### config.mk
export PLATFORM = sky130hd
export DESIGN_NAME = prng_health_monitor
export DESIGN_NICKNAME = d
export VERILOG_FILES = /design/src/rtl/prng_pkg.sv /design/src/rtl/prng_health_tests.sv /design/src/rtl/prng_health_monitor.sv
export SDC_FILE = /design/constraint.sdc
export NUM_CORES = 1
export LEC_CHECK = 0
export CORE_MARGIN = 2
export CORE_UTILIZATION = 56
export CTS_BUF_LIST = sky130_fd_sc_hd__clkbuf_2
export DETAILED_ROUTE_END_ITERATION = 7
export HOLD_SLACK_MARGIN = 0.06
export PLACE_DENSITY = 0.92
export SLEW_MARGIN = 20
export SYNTH_ARGS = -nofsm -noshare
export SYNTH_HDL_FRONTEND = slang
export SYNTH_SLANG_ARGS = --single-unit
### constraint.sdc
create_clock -name clk -period 4.9 [get_ports clk]
set_input_delay 0.98 -clock clk [delete_from_list [all_inputs] [get_ports clk]]
set_output_delay 0.98 -clock clk [all_outputs]
set_load 0.02 [all_outputs]
### src/rtl/prng_pkg.sv
// -----------------------------------------------------------------------------
// prng_pkg
// Shared definitions for the PRNG health monitor: the monitor state encoding
// and the default widths/cutoffs used as parameter defaults.
// -----------------------------------------------------------------------------
package prng_pkg;

    // Encoding is visible on the monitor's state output: 0=STARTUP, 1=RUN, 2=ALARM.
    typedef enum logic [1:0] {
        ST_STARTUP = 2'd0,
        ST_RUN     = 2'd1,
        ST_ALARM   = 2'd2
    } state_t;

    localparam int DEF_N             = 32;
    localparam int DEF_RCT_CUTOFF    = 4;
    localparam int DEF_APT_WINDOW    = 64;
    localparam int DEF_APT_CUTOFF    = 8;
    localparam int DEF_STARTUP_WORDS = 64;

endpackage

### src/rtl/prng_health_tests.sv
// -----------------------------------------------------------------------------
// prng_health_tests
// Repetition-count test (RCT) and adaptive-proportion test (APT) over the
// accepted word stream. The fail outputs flag the word presented this cycle;
// they are only meaningful while accept is high.
//
// Ports:
//   clk, reset : clock, asynchronous active-high reset
//   accept     : word is consumed and tested this cycle
//   word       : N-bit word under test
//   clear      : synchronous clear of all test history
//   rct_fail   : this word completes a run of RCT_CUTOFF identical words
//   apt_fail   : this word brings the window's reference-byte count to APT_CUTOFF
// -----------------------------------------------------------------------------
module prng_health_tests
    import prng_pkg::*;
#(
    parameter int N          = DEF_N,
    parameter int RCT_CUTOFF = DEF_RCT_CUTOFF,
    parameter int APT_WINDOW = DEF_APT_WINDOW,
    parameter int APT_CUTOFF = DEF_APT_CUTOFF
) (
    input  logic         clk,
    input  logic         reset,
    input  logic         accept,
    input  logic [N-1:0] word,
    input  logic         clear,
    output logic         rct_fail,
    output logic         apt_fail
);

    localparam int RCT_W = $clog2(RCT_CUTOFF + 1);
    localparam int APT_W = $clog2(APT_CUTOFF + 1);
    localparam int WIN_W = $clog2(APT_WINDOW);

    localparam logic [RCT_W-1:0] RCT_LIMIT = RCT_W'(RCT_CUTOFF);
    localparam logic [APT_W-1:0] APT_LIMIT = APT_W'(APT_CUTOFF);

    logic [N-1:0]     r_prev_word;
    logic             r_prev_valid;
    logic [RCT_W-1:0] r_rct_cnt;
    logic [APT_W-1:0] r_apt_cnt;
    logic [WIN_W-1:0] r_win_idx;
    logic [7:0]       r_ref_byte;

    logic [RCT_W-1:0] w_rct_next;
    logic [APT_W-1:0] w_apt_next;

    // Counter values this word would produce; the fail checks compare against
    // the updated count, so the word that reaches the cutoff is the failing one.
    always_comb begin
        // NOTE: every combinational output gets a default first so no path
        // leaves it unassigned (which would infer a latch).
        w_rct_next = RCT_W'(1);
        w_apt_next = r_apt_cnt;

        if (r_prev_valid && (word == r_prev_word)) begin
            w_rct_next = (r_rct_cnt == '1) ? r_rct_cnt : r_rct_cnt + 1'b1;
        end

        // Window start: this word's low byte becomes the new reference.
        if (r_win_idx == '0) begin
            w_apt_next = APT_W'(1);
        end else if ((word[7:0] == r_ref_byte) && (r_apt_cnt != '1)) begin
            w_apt_next = r_apt_cnt + 1'b1;
        end
    end

    assign rct_fail = accept && (w_rct_next == RCT_LIMIT);
    assign apt_fail = accept && (w_apt_next == APT_LIMIT);

    // NOTE: sequential state uses non-blocking assignments so every flop
    // samples pre-edge values regardless of statement order.
    always_ff @(posedge clk or posedge reset) begin
        if (reset) begin
            r_prev_word  <= '0;
            r_prev_valid <= 1'b0;
            r_rct_cnt    <= '0;
            r_apt_cnt    <= '0;
            r_win_idx    <= '0;
            r_ref_byte   <= '0;
        end else if (clear) begin
            r_prev_word  <= '0;
            r_prev_valid <= 1'b0;
            r_rct_cnt    <= '0;
            r_apt_cnt    <= '0;
            r_win_idx    <= '0;
            r_ref_byte   <= '0;
        end else if (accept) begin
            r_prev_word  <= word;
            r_prev_valid <= 1'b1;
            r_rct_cnt    <= w_rct_next;
            r_apt_cnt    <= w_apt_next;
            r_win_idx    <= r_win_idx + 1'b1;  // wraps at APT_WINDOW (power of 2)
            if (r_win_idx == '0) begin
                r_ref_byte <= word[7:0];
            end
        end
    end

endmodule

### src/rtl/prng_health_monitor.sv
// -----------------------------------------------------------------------------
// prng_health_monitor
// Health-tests a PRNG word stream, drops a start-up block, forwards healthy
// words through one output register, and latches a sticky alarm (blocking
// output) on any test failure.
//
// Ports:
//   clk, reset           : clock, asynchronous active-high reset
//   in_data/in_valid     : word stream from the generator
//   in_ready             : monitor takes in_data this cycle
//   out_data/out_valid   : registered healthy word to the consumer
//   out_ready            : consumer takes out_data
//   clear_alarm          : one-cycle pulse, leaves ALARM for STARTUP
//   alarm_rct, alarm_apt : sticky failure flags
//   state                : 0=STARTUP, 1=RUN, 2=ALARM
//   fail_count           : saturating count of ALARM entries since reset
// -----------------------------------------------------------------------------
module prng_health_monitor
    import prng_pkg::*;
#(
    parameter int N             = DEF_N,
    parameter int RCT_CUTOFF    = DEF_RCT_CUTOFF,
    parameter int APT_WINDOW    = DEF_APT_WINDOW,
    parameter int APT_CUTOFF    = DEF_APT_CUTOFF,
    parameter int STARTUP_WORDS = DEF_STARTUP_WORDS
) (
    input  logic         clk,
    input  logic         reset,
    input  logic [N-1:0] in_data,
    input  logic         in_valid,
    output logic         in_ready,
    output logic [N-1:0] out_data,
    output logic         out_valid,
    input  logic         out_ready,
    input  logic         clear_alarm,
    output logic         alarm_rct,
    output logic         alarm_apt,
    output logic [1:0]   state,
    output logic [7:0]   fail_count
);

    localparam int SU_W = $clog2(STARTUP_WORDS + 1);
    localparam logic [SU_W-1:0] SU_LIMIT = SU_W'(STARTUP_WORDS);

    state_t          r_state;
    state_t          w_next_state;
    logic [SU_W-1:0] r_startup_cnt;
    logic [N-1:0]    r_out_data;
    logic            r_out_valid;
    logic            r_alarm_rct;
    logic            r_alarm_apt;
    logic [7:0]      r_fail_count;

    logic            w_accept;
    logic            w_test_accept;
    logic            w_clear;
    logic            w_rct_fail;
    logic            w_apt_fail;
    logic            w_fail;
    logic [SU_W-1:0] w_startup_next;

    // Only RUN applies backpressure; STARTUP and ALARM always consume.
    assign in_ready      = (r_state == ST_RUN) ? (!r_out_valid || out_ready) : 1'b1;
    assign w_accept      = in_valid && in_ready;
    assign w_test_accept = w_accept && (r_state != ST_ALARM);
    assign w_clear       = (r_state == ST_ALARM) && clear_alarm;
    assign w_fail        = w_rct_fail || w_apt_fail;
    assign w_startup_next = (r_startup_cnt == '1) ? r_startup_cnt : r_startup_cnt + 1'b1;

    prng_health_tests #(
        .N          (N),
        .RCT_CUTOFF (RCT_CUTOFF),
        .APT_WINDOW (APT_WINDOW),
        .APT_CUTOFF (APT_CUTOFF)
    ) u_tests (
        .clk      (clk),
        .reset    (reset),
        .accept   (w_test_accept),
        .word     (in_data),
        .clear    (w_clear),
        .rct_fail (w_rct_fail),
        .apt_fail (w_apt_fail)
    );

    always_ff @(posedge clk or posedge reset) begin
        if (reset) begin
            r_state <= ST_STARTUP;
        end else begin
            r_state <= w_next_state;
        end
    end

    // Failure outranks the STARTUP->RUN step.
    always_comb begin
        w_next_state = r_state;
        case (r_state)
            ST_STARTUP: begin
                if (w_fail) begin
                    w_next_state = ST_ALARM;
                end else if (w_test_accept && (w_startup_next == SU_LIMIT)) begin
                    w_next_state = ST_RUN;
                end
            end
            ST_RUN: begin
                if (w_fail) begin
                    w_next_state = ST_ALARM;
                end
            end
            ST_ALARM: begin
                if (clear_alarm) begin
                    w_next_state = ST_STARTUP;
                end
            end
            default: w_next_state = ST_STARTUP;
        endcase
    end

    always_ff @(posedge clk or posedge reset) begin
        if (reset) begin
            r_startup_cnt <= '0;
        end else if (w_clear) begin
            r_startup_cnt <= '0;
        end else if (w_test_accept && (r_state == ST_STARTUP)) begin
            r_startup_cnt <= w_startup_next;
        end
    end

    // Output register: a failing word is never loaded, and a failure also
    // discards whatever word is still waiting for the consumer.
    always_ff @(posedge clk or posedge reset) begin
        if (reset) begin
            r_out_data  <= '0;
            r_out_valid <= 1'b0;
        end else if (w_fail || (r_state != ST_RUN)) begin
            r_out_valid <= 1'b0;
        end else if (w_accept) begin
            r_out_data  <= in_data;
            r_out_valid <= 1'b1;
        end else if (out_ready) begin
            r_out_valid <= 1'b0;
        end
    end

    always_ff @(posedge clk or posedge reset) begin
        if (reset) begin
            r_alarm_rct  <= 1'b0;
            r_alarm_apt  <= 1'b0;
            r_fail_count <= '0;
        end else if (w_clear) begin
            r_alarm_rct <= 1'b0;
            r_alarm_apt <= 1'b0;
        end else if (w_fail) begin
            r_alarm_rct <= r_alarm_rct || w_rct_fail;
            r_alarm_apt <= r_alarm_apt || w_apt_fail;
            if (r_fail_count != 8'hFF) begin
                r_fail_count <= r_fail_count + 8'd1;
            end
        end
    end

    assign out_data   = r_out_data;
    assign out_valid  = r_out_valid;
    assign alarm_rct  = r_alarm_rct;
    assign alarm_apt  = r_alarm_apt;
    assign state      = r_state;
    assign fail_count = r_fail_count;

endmodule
==> qor.txt, run 1 <==
Largest net degree at the start of global routing - 85
Cell count after synthesis - 489
CP max stage cell - clkdlybuf4s50_1
Internal Pwr Total - 1390 uW
Sw Ratio - 33.7%
HP Class - flop to flop
CP Launch Type - input port
CTS buffer count - 9
Vias in the first global route - 3,848
1st-iter DRT viols - 296
Initial antenna violation count - 0
Distinct cell type count after synthesis - 44
FF+latch area - 2650 um^2
EDFF count, synth - 0
RePlAce Congestion - 0.785
Mapped Area - 5160 um^2
Critical path fanouts, max - 4
Crit. End Element - output port
Most frequent cells in the layout - 106 x dfrtp_1, 99 x nand2_1, 82 x clkdlybuf4s50_1, 43 x o21ai_0, 36 x xor2_1
Layout area overhead - 19.3%
Critical path's top delay family - buffers and inverters
Die Area - 10000 um^2
Total wire length - 11.0 mm
H-tree depth - 3
Worst-Margin Slew - 0.887 ns
Die width - 100 um
Logic pwr share - 28.0%
Met2 WL - 5.56 mm
Post-CTS Hold Buffers - 0
Crit Path Category - input port to output port
Sequential share of power - 54.8%
1st-pass router iterations - 4
Total of max-cap violations - 0
CTS clk-pin slew, worst paths - 0.27 ns
# resized after CTS - 0
Vias - 3,909
Top_reg_cell synth - dfrtp_1
Final ANT Viol Nets - 0
Multi-input logic area - 2380 um^2
DRC - 0
Final setup fails - 0
Relative slew slack - 40.6%
CTS root buf - clkbuf_2
Seq/Total Area, Yosys - 51.4%
Fill cells - 670
YS warnings - 0
Top cells by area, synth - dfrtp_1 51%, mux2_4 8.7%, nand2_1 7.2%
Global Route Usage Sum - 23.2%
Leak - 0.00269 uW
DR WL met3 - 502 um
Area share of the largest cell type after synthesis - 51.4%
Average size of a mapped cell - 10.5 um^2
Wire per inst - 16.1 um
Pwr dens - 341 nW/um^2
Final slew viol count - 0
Synth async-reset ratio - 100%
Final hold slack - 0.517 ns
Total grt overflow - 0
Critical path required time - 3.92 ns
Worst skew pair latency - 0.60 ns
Core area - 9110 um^2
Unrepaired setup endpoints after global routing - no
Switch Pwr - 706 uW
Clock tree sinks - 106
Setup total negative slack - 0 ns
Slowest cell delay on critical path - 0.55 ns
Final period util - 69.5%
Diode count - 0
WL met1 - 4.81 mm
Via density per instance - 5.72
Top cell by count, worst path - clkdlybuf4s50_1
Hold path startpoint - fail_count[4]
First-pass GRT wire length - 18.4 mm
Worst path cell trace - clkdlybuf4s50_1 -> nand2b_1 -> or2_2 -> clkdlybuf4s50_1
CTS tree - yes
Worst Skew - 0.0421 ns
DPL Wire Length - 7.86 mm
Initial Util - 56.6%
Worst r2r src - u_tests.r_prev_word[28]
Mapped Nets - 532
PortBufs - 82
Crit path launch - out_ready
Commonest non-fill, non-tap cell in the layout - dfrtp_1
Layout net count - 610
Placement Rows - 35
Clock tree buffer depth - 2
Share of layout cells above drive strength 1 - 10.8%
I/O pins - 83
Final worst path period need - 3.41 ns
Outcome - completed
WP data arrival - 2.43 ns
Leading area contributor after synthesis - dfrtp_1
Final hold viol count - 0
Number of buffers and inverters on the critical path - 2
#FFs+latches synth - 106
VDD IR max - 0.180 mV
Top Metal Used - met4
Die H - 100 um
Fmax - 294 MHz
Post-CTS setup buffers - 0
Clock share of power - 17.2%
-- path summary, 6_finish.rpt --
kind | end | slack (ns) | cells past startpoint
max in group asynchronous | u_tests.r_rct_cnt[0] | 3.21 | 3
min in group asynchronous | u_tests.r_prev_word[22] | 0.86 | 2
setup / recovery | in_ready | 1.49 | 4
hold reg to reg | fail_count[4] | 0.52 | 1
hold / removal | fail_count[4] | 0.52 | 1
setup reg to reg | out_data[8] | 1.93 | 8
-- kinds of logic (layout without fill, tap and decap cells) --
logic type	count (synthesis)	count (layout)	share of synthesized area, %
AOI/OAI and AO/OA	81	81	9.02
muxes	36	36	9.99
xor gates and xnor gates	51	51	8.66
and+or+nand+nor	182	182	17.0
DFF	106	106	51.4
adders and majority gates	6	6	1.46
buffers and inverters	27	110	2.47
-- power by group through the flow --
stage               registers (uW)  logic, uW  clock network [uW]
floorplan                     1190        325                   0
global placement              1150        557                   0
detailed placement            1160        589                   0
CTS                           1150        591                 367
global route                  1170        645                 401
finish                        1150        588                 360
-- cell usage after synthesis, types with 3 or more instances --
| cell type | instances |
|---|---|
| xor2_1 | 36 |
| nor2_1 | 18 |
| mux2_2 | 4 |
| and2_1 | 3 |
| xnor2_1 | 15 |
| nand2_1 | 99 |
| clkbuf_1 | 13 |
| mux2_4 | 30 |
| nand4_1 | 11 |
| nor3_1 | 6 |
| a21oi_1 | 20 |
| buf_6 | 3 |
| dfrtp_1 | 106 |
| nor4_1 | 8 |
| nand3_1 | 13 |
| inv_1 | 8 |
| o21ai_0 | 43 |
| nand2b_1 | 5 |
| ha_1 | 6 |
| nor2b_1 | 3 |
| and3_1 | 3 |
| a31oi_1 | 4 |
| o31ai_1 | 3 |
-- routing by layer --
metal / track usage (%) / vias to the layer above
met5: 0 / -
met4: 8.54 / 0
met3: 3.20 / 17
met2: 37.7 / 105
met1: 32.3 / 1945
li1: - / 1842
-- area by class of cell --
class | instances | share of cell area, %
clock buffers | 11 | 0.895
flip-flops and latches | 106 | 43.1
clock inverters | 5 | 0.671
well taps | 111 | 2.26
repair buffers | 86 | 13.8
multi-input cells | 356 | 38.7
inverters | 8 | 0.569
-- flip-flops by register name, summed over array words and instances, names as in the netlist --
register / flops
alarm_rct: 1
r_startup_cnt: 7
out_data: 32
u_tests.r_ref_byte: 8
u_tests.r_apt_cnt: 4
u_tests.r_prev_valid: 1
out_valid: 1
alarm_apt: 1
u_tests.r_win_idx: 6
state: 2
u_tests.r_rct_cnt: 3
fail_count: 8
u_tests.r_prev_word: 32
-- through the flow --
step           cell area, um^2  total power [uW]  std cells  utilization [%]  setup WS [ns]
4_1_cts                   6150              2100        683             67.5           1.49
3_3_place_gp              6050              1710        667             66.5          0.936
6_report                  6150              2100        683             67.5           1.49
5_1_grt                   6150              2220        683             67.5           1.38
3_5_place_dp              6050              1750        667             66.5          0.877
2_1_floorplan             5160              1520        489                -           1.13
Power figures use the tool's default switching activity.
==> run 2, diff against run 1 <==
CORE_UTILIZATION = 50   (was 56)
PLACE_DENSITY = 0.87   (was 0.92)
clock period = 2.9 ns   (was 4.9 ns; I/O delays follow)
==> qor.txt, run 2 (same netlist as run 1, synthesis figures left out) <==
Diode count - 0 (unchanged)
Final slew viol count - 0 (unchanged)
RR Endpoint - out_data[1] (was out_data[8])
Switch Pwr - 1230 uW (was 706 uW)
Final hold slack - 0.409 ns (was 0.517 ns)
Crit Path Category - flop to output port (was input port to output port)
Sequential share of power - 53.9% (was 54.8%)
Cell Count, Final, Fillers Out - 750 (was 683)
Die Area - 11,100 um^2 (was 10000 um^2)
DPL Wire Length - 8.83 mm (was 7.86 mm)
Worst-Margin Slew - 0.867 ns (was 0.887 ns)
Clock tree sinks - 106 (unchanged)
Commonest non-fill, non-tap cell in the layout - dfrtp_1 (unchanged)
Share of layout cells above drive strength 1 - 16.9% (was 10.8%)
Worst Reg-to-Reg Cells - 8 (unchanged)
Worst skew pair latency - 0.59 ns (was 0.60 ns)
Total of max-cap violations - 0 (unchanged)
Largest net degree at the start of global routing - 56 (was 85)
PortBufs - 82 (unchanged)
Total grt overflow - 0 (unchanged)
HP Class - input port to asynchronous set/reset pin (was flop to flop)
Total wire length - 12.0 mm (was 11.0 mm)
Layout area overhead - 26.8% (was 19.3%)
Fmax - 359 MHz
Pwr dens - 552 nW/um^2 (was 341 nW/um^2)
Sw Ratio - 34.1% (was 33.7%)
Critical path required time - 2.32 ns (was 3.92 ns)
Placement Rows - 37 (was 35)
R2R Setup Slk - 0.29 ns (was 1.93 ns)
Relative slew slack - 42.0% (was 40.6%)
Leak - 0.00291 uW (was 0.00269 uW)
Core area - 10,200 um^2 (was 9110 um^2)
First-pass GRT wire length - 19.4 mm (was 18.4 mm)
Die width - 106 um (was 100 um)
Final period util - 96.1%
CTS tree - yes (unchanged)
1st-pass router iterations - 5 (was 4)
CTS clk-pin slew, worst paths - 0.31 ns (was 0.27 ns)
DRC - 0 (unchanged)
Global Route Usage Sum - 21.7% (was 23.2%)
Initial antenna violation count - 0 (unchanged)
Initial Util - 50.7% (was 56.6%)
Outcome - completed (unchanged)
Setup total negative slack - 0 ns (unchanged)
WP data arrival - 2.21 ns (was 2.43 ns)
Fill cells - 798 (was 670)
Internal Pwr Total - 2380 uW (was 1390 uW)
Area after DPL - 6430 um^2 (was 6050 um^2)
I/O pins - 83 (unchanged)
CP Launch Type - flop (was input port)
Via density per instance - 5.37 (was 5.72)
Finished Cell Area - 6540 um^2 (was 6150 um^2)
Clock share of power - 17.4% (was 17.2%)
Post-CTS Hold Buffers - 0 (unchanged)
Finished Core Util - 64.2% (was 67.5%)
CTS root buf - clkbuf_2 (unchanged)
H-tree depth - 3 (unchanged)
Most frequent cells in the layout - 105 x dfrtp_1, 99 x nand2_1, 82 x clkdlybuf4s50_1, 43 x o21ai_0, 43 x buf_4 (was 106 x dfrtp_1, 99 x nand2_1, 82 x clkdlybuf4s50_1, 43 x o21ai_0, 36 x xor2_1)
CTS buffer count - 9 (unchanged)
Final worst path period need - 2.79 ns
1st-iter DRT viols - 300 (was 296)
RePlAce Congestion - 0.838 (was 0.785)
Worst Skew - 0.0384 ns (was 0.0421 ns)
Clock tree buffer depth - 2 (unchanged)
Final ANT Viol Nets - 0 (unchanged)
Final hold viol count - 0 (unchanged)
Crit. End Element - output port (unchanged)
Die H - 106 um (was 100 um)
Layout net count - 652 (was 610)
Placed cell count - 733 (was 667)
Wire per inst - 15.9 um (was 16.1 um)
Worst r2r src - u_tests.r_prev_word[15] (was u_tests.r_prev_word[28])
Logic pwr share - 28.6% (was 28.0%)
Critical path fanouts, max - 5 (was 4)
Final setup fails - 0 (unchanged)
VDD IR max - 0.287 mV (was 0.180 mV)
Vias - 4,030 (was 3,909)
Vias in the first global route - 4,055 (was 3,848)
[run 2: cell types whose count changed in the layout (fill, tap and decap cells not counted), moves of 2 or more]
cell,delta
buf_12,+3
buf_4,+39
clkbuf_2,-2
clkinv_1,+2
[run 2: critical path, cell delays in order, from the launching register on]
cell and delay [ns]:
dfrtp_2 0.50, nand2b_2 0.27, or2_2 0.32, clkdlybuf4s50_1 0.54
[run 2: how the worst max path moves through the flow]
stage / startpoint / end / cells after the start
6_report: state[1] / in_ready / 3
5_1_grt: state[1] / in_ready / 3
4_1_cts: state[1] / in_ready / 3
3_5_place_dp: in_data[0] / out_data[0] / 10
3_3_place_gp: in_data[4] / out_data[29] / 9
2_1_floorplan: in_data[1] / out_data[0] / 8
[run 2: what timing repair did]
item | CTS | global route
pin swaps | 0 | 0
endpoints found under the setup margin | 1 | 1
buffers inserted | 0 | 1
resized for setup | 1 | 1
hold endpoints to repair | 0 | 0
[run 2: power by group through the flow]
| stage | sequential (uW) | combinational, uW | clock [uW] |
|---|---|---|---|
| 3_3_place_gp | 1950 | 987 | 0 |
| 5_1_grt | 1980 | 1120 | 694 |
| 2_1_floorplan | 2010 | 549 | 0 |
| 4_1_cts | 1940 | 1040 | 647 |
| 3_5_place_dp | 1970 | 1040 | 0 |
| 6_report | 1950 | 1030 | 629 |
[run 2: area by class of cell]
cell class	instances	area, um^2	share of cell area [%]
Clock buffer	9	45.0	0.689
Tap cell	136	170	2.60
Inverter	8	33.8	0.516
Sequential cell	106	2650	40.6
Timing Repair Buffer	128	1200	18.4
Clock inverter	7	53.8	0.822
Multi-Input combinational cell	356	2380	36.4
[run 2: stage by stage]
stage / total power [uW] / worst slack [ns]
final: 3610 / 0.114
after global routing: 3800 / -0.00190
after CTS: 3630 / 0.0590
after detailed placement: 3000 / -0.355
after global placement: 2940 / -0.211
after floorplan: 2560 / 0.385
[run 2: metal layers]
layer / up-vias / global-route usage (%) / share of wire [%]
li1: 1926 / - / -
met1: 1967 / 28.4 / 43
met2: 117 / 36.9 / 51
met3: 20 / 3.77 / 4.6
met4: 0 / 6.77 / 1.6
met5: - / 0 / 0
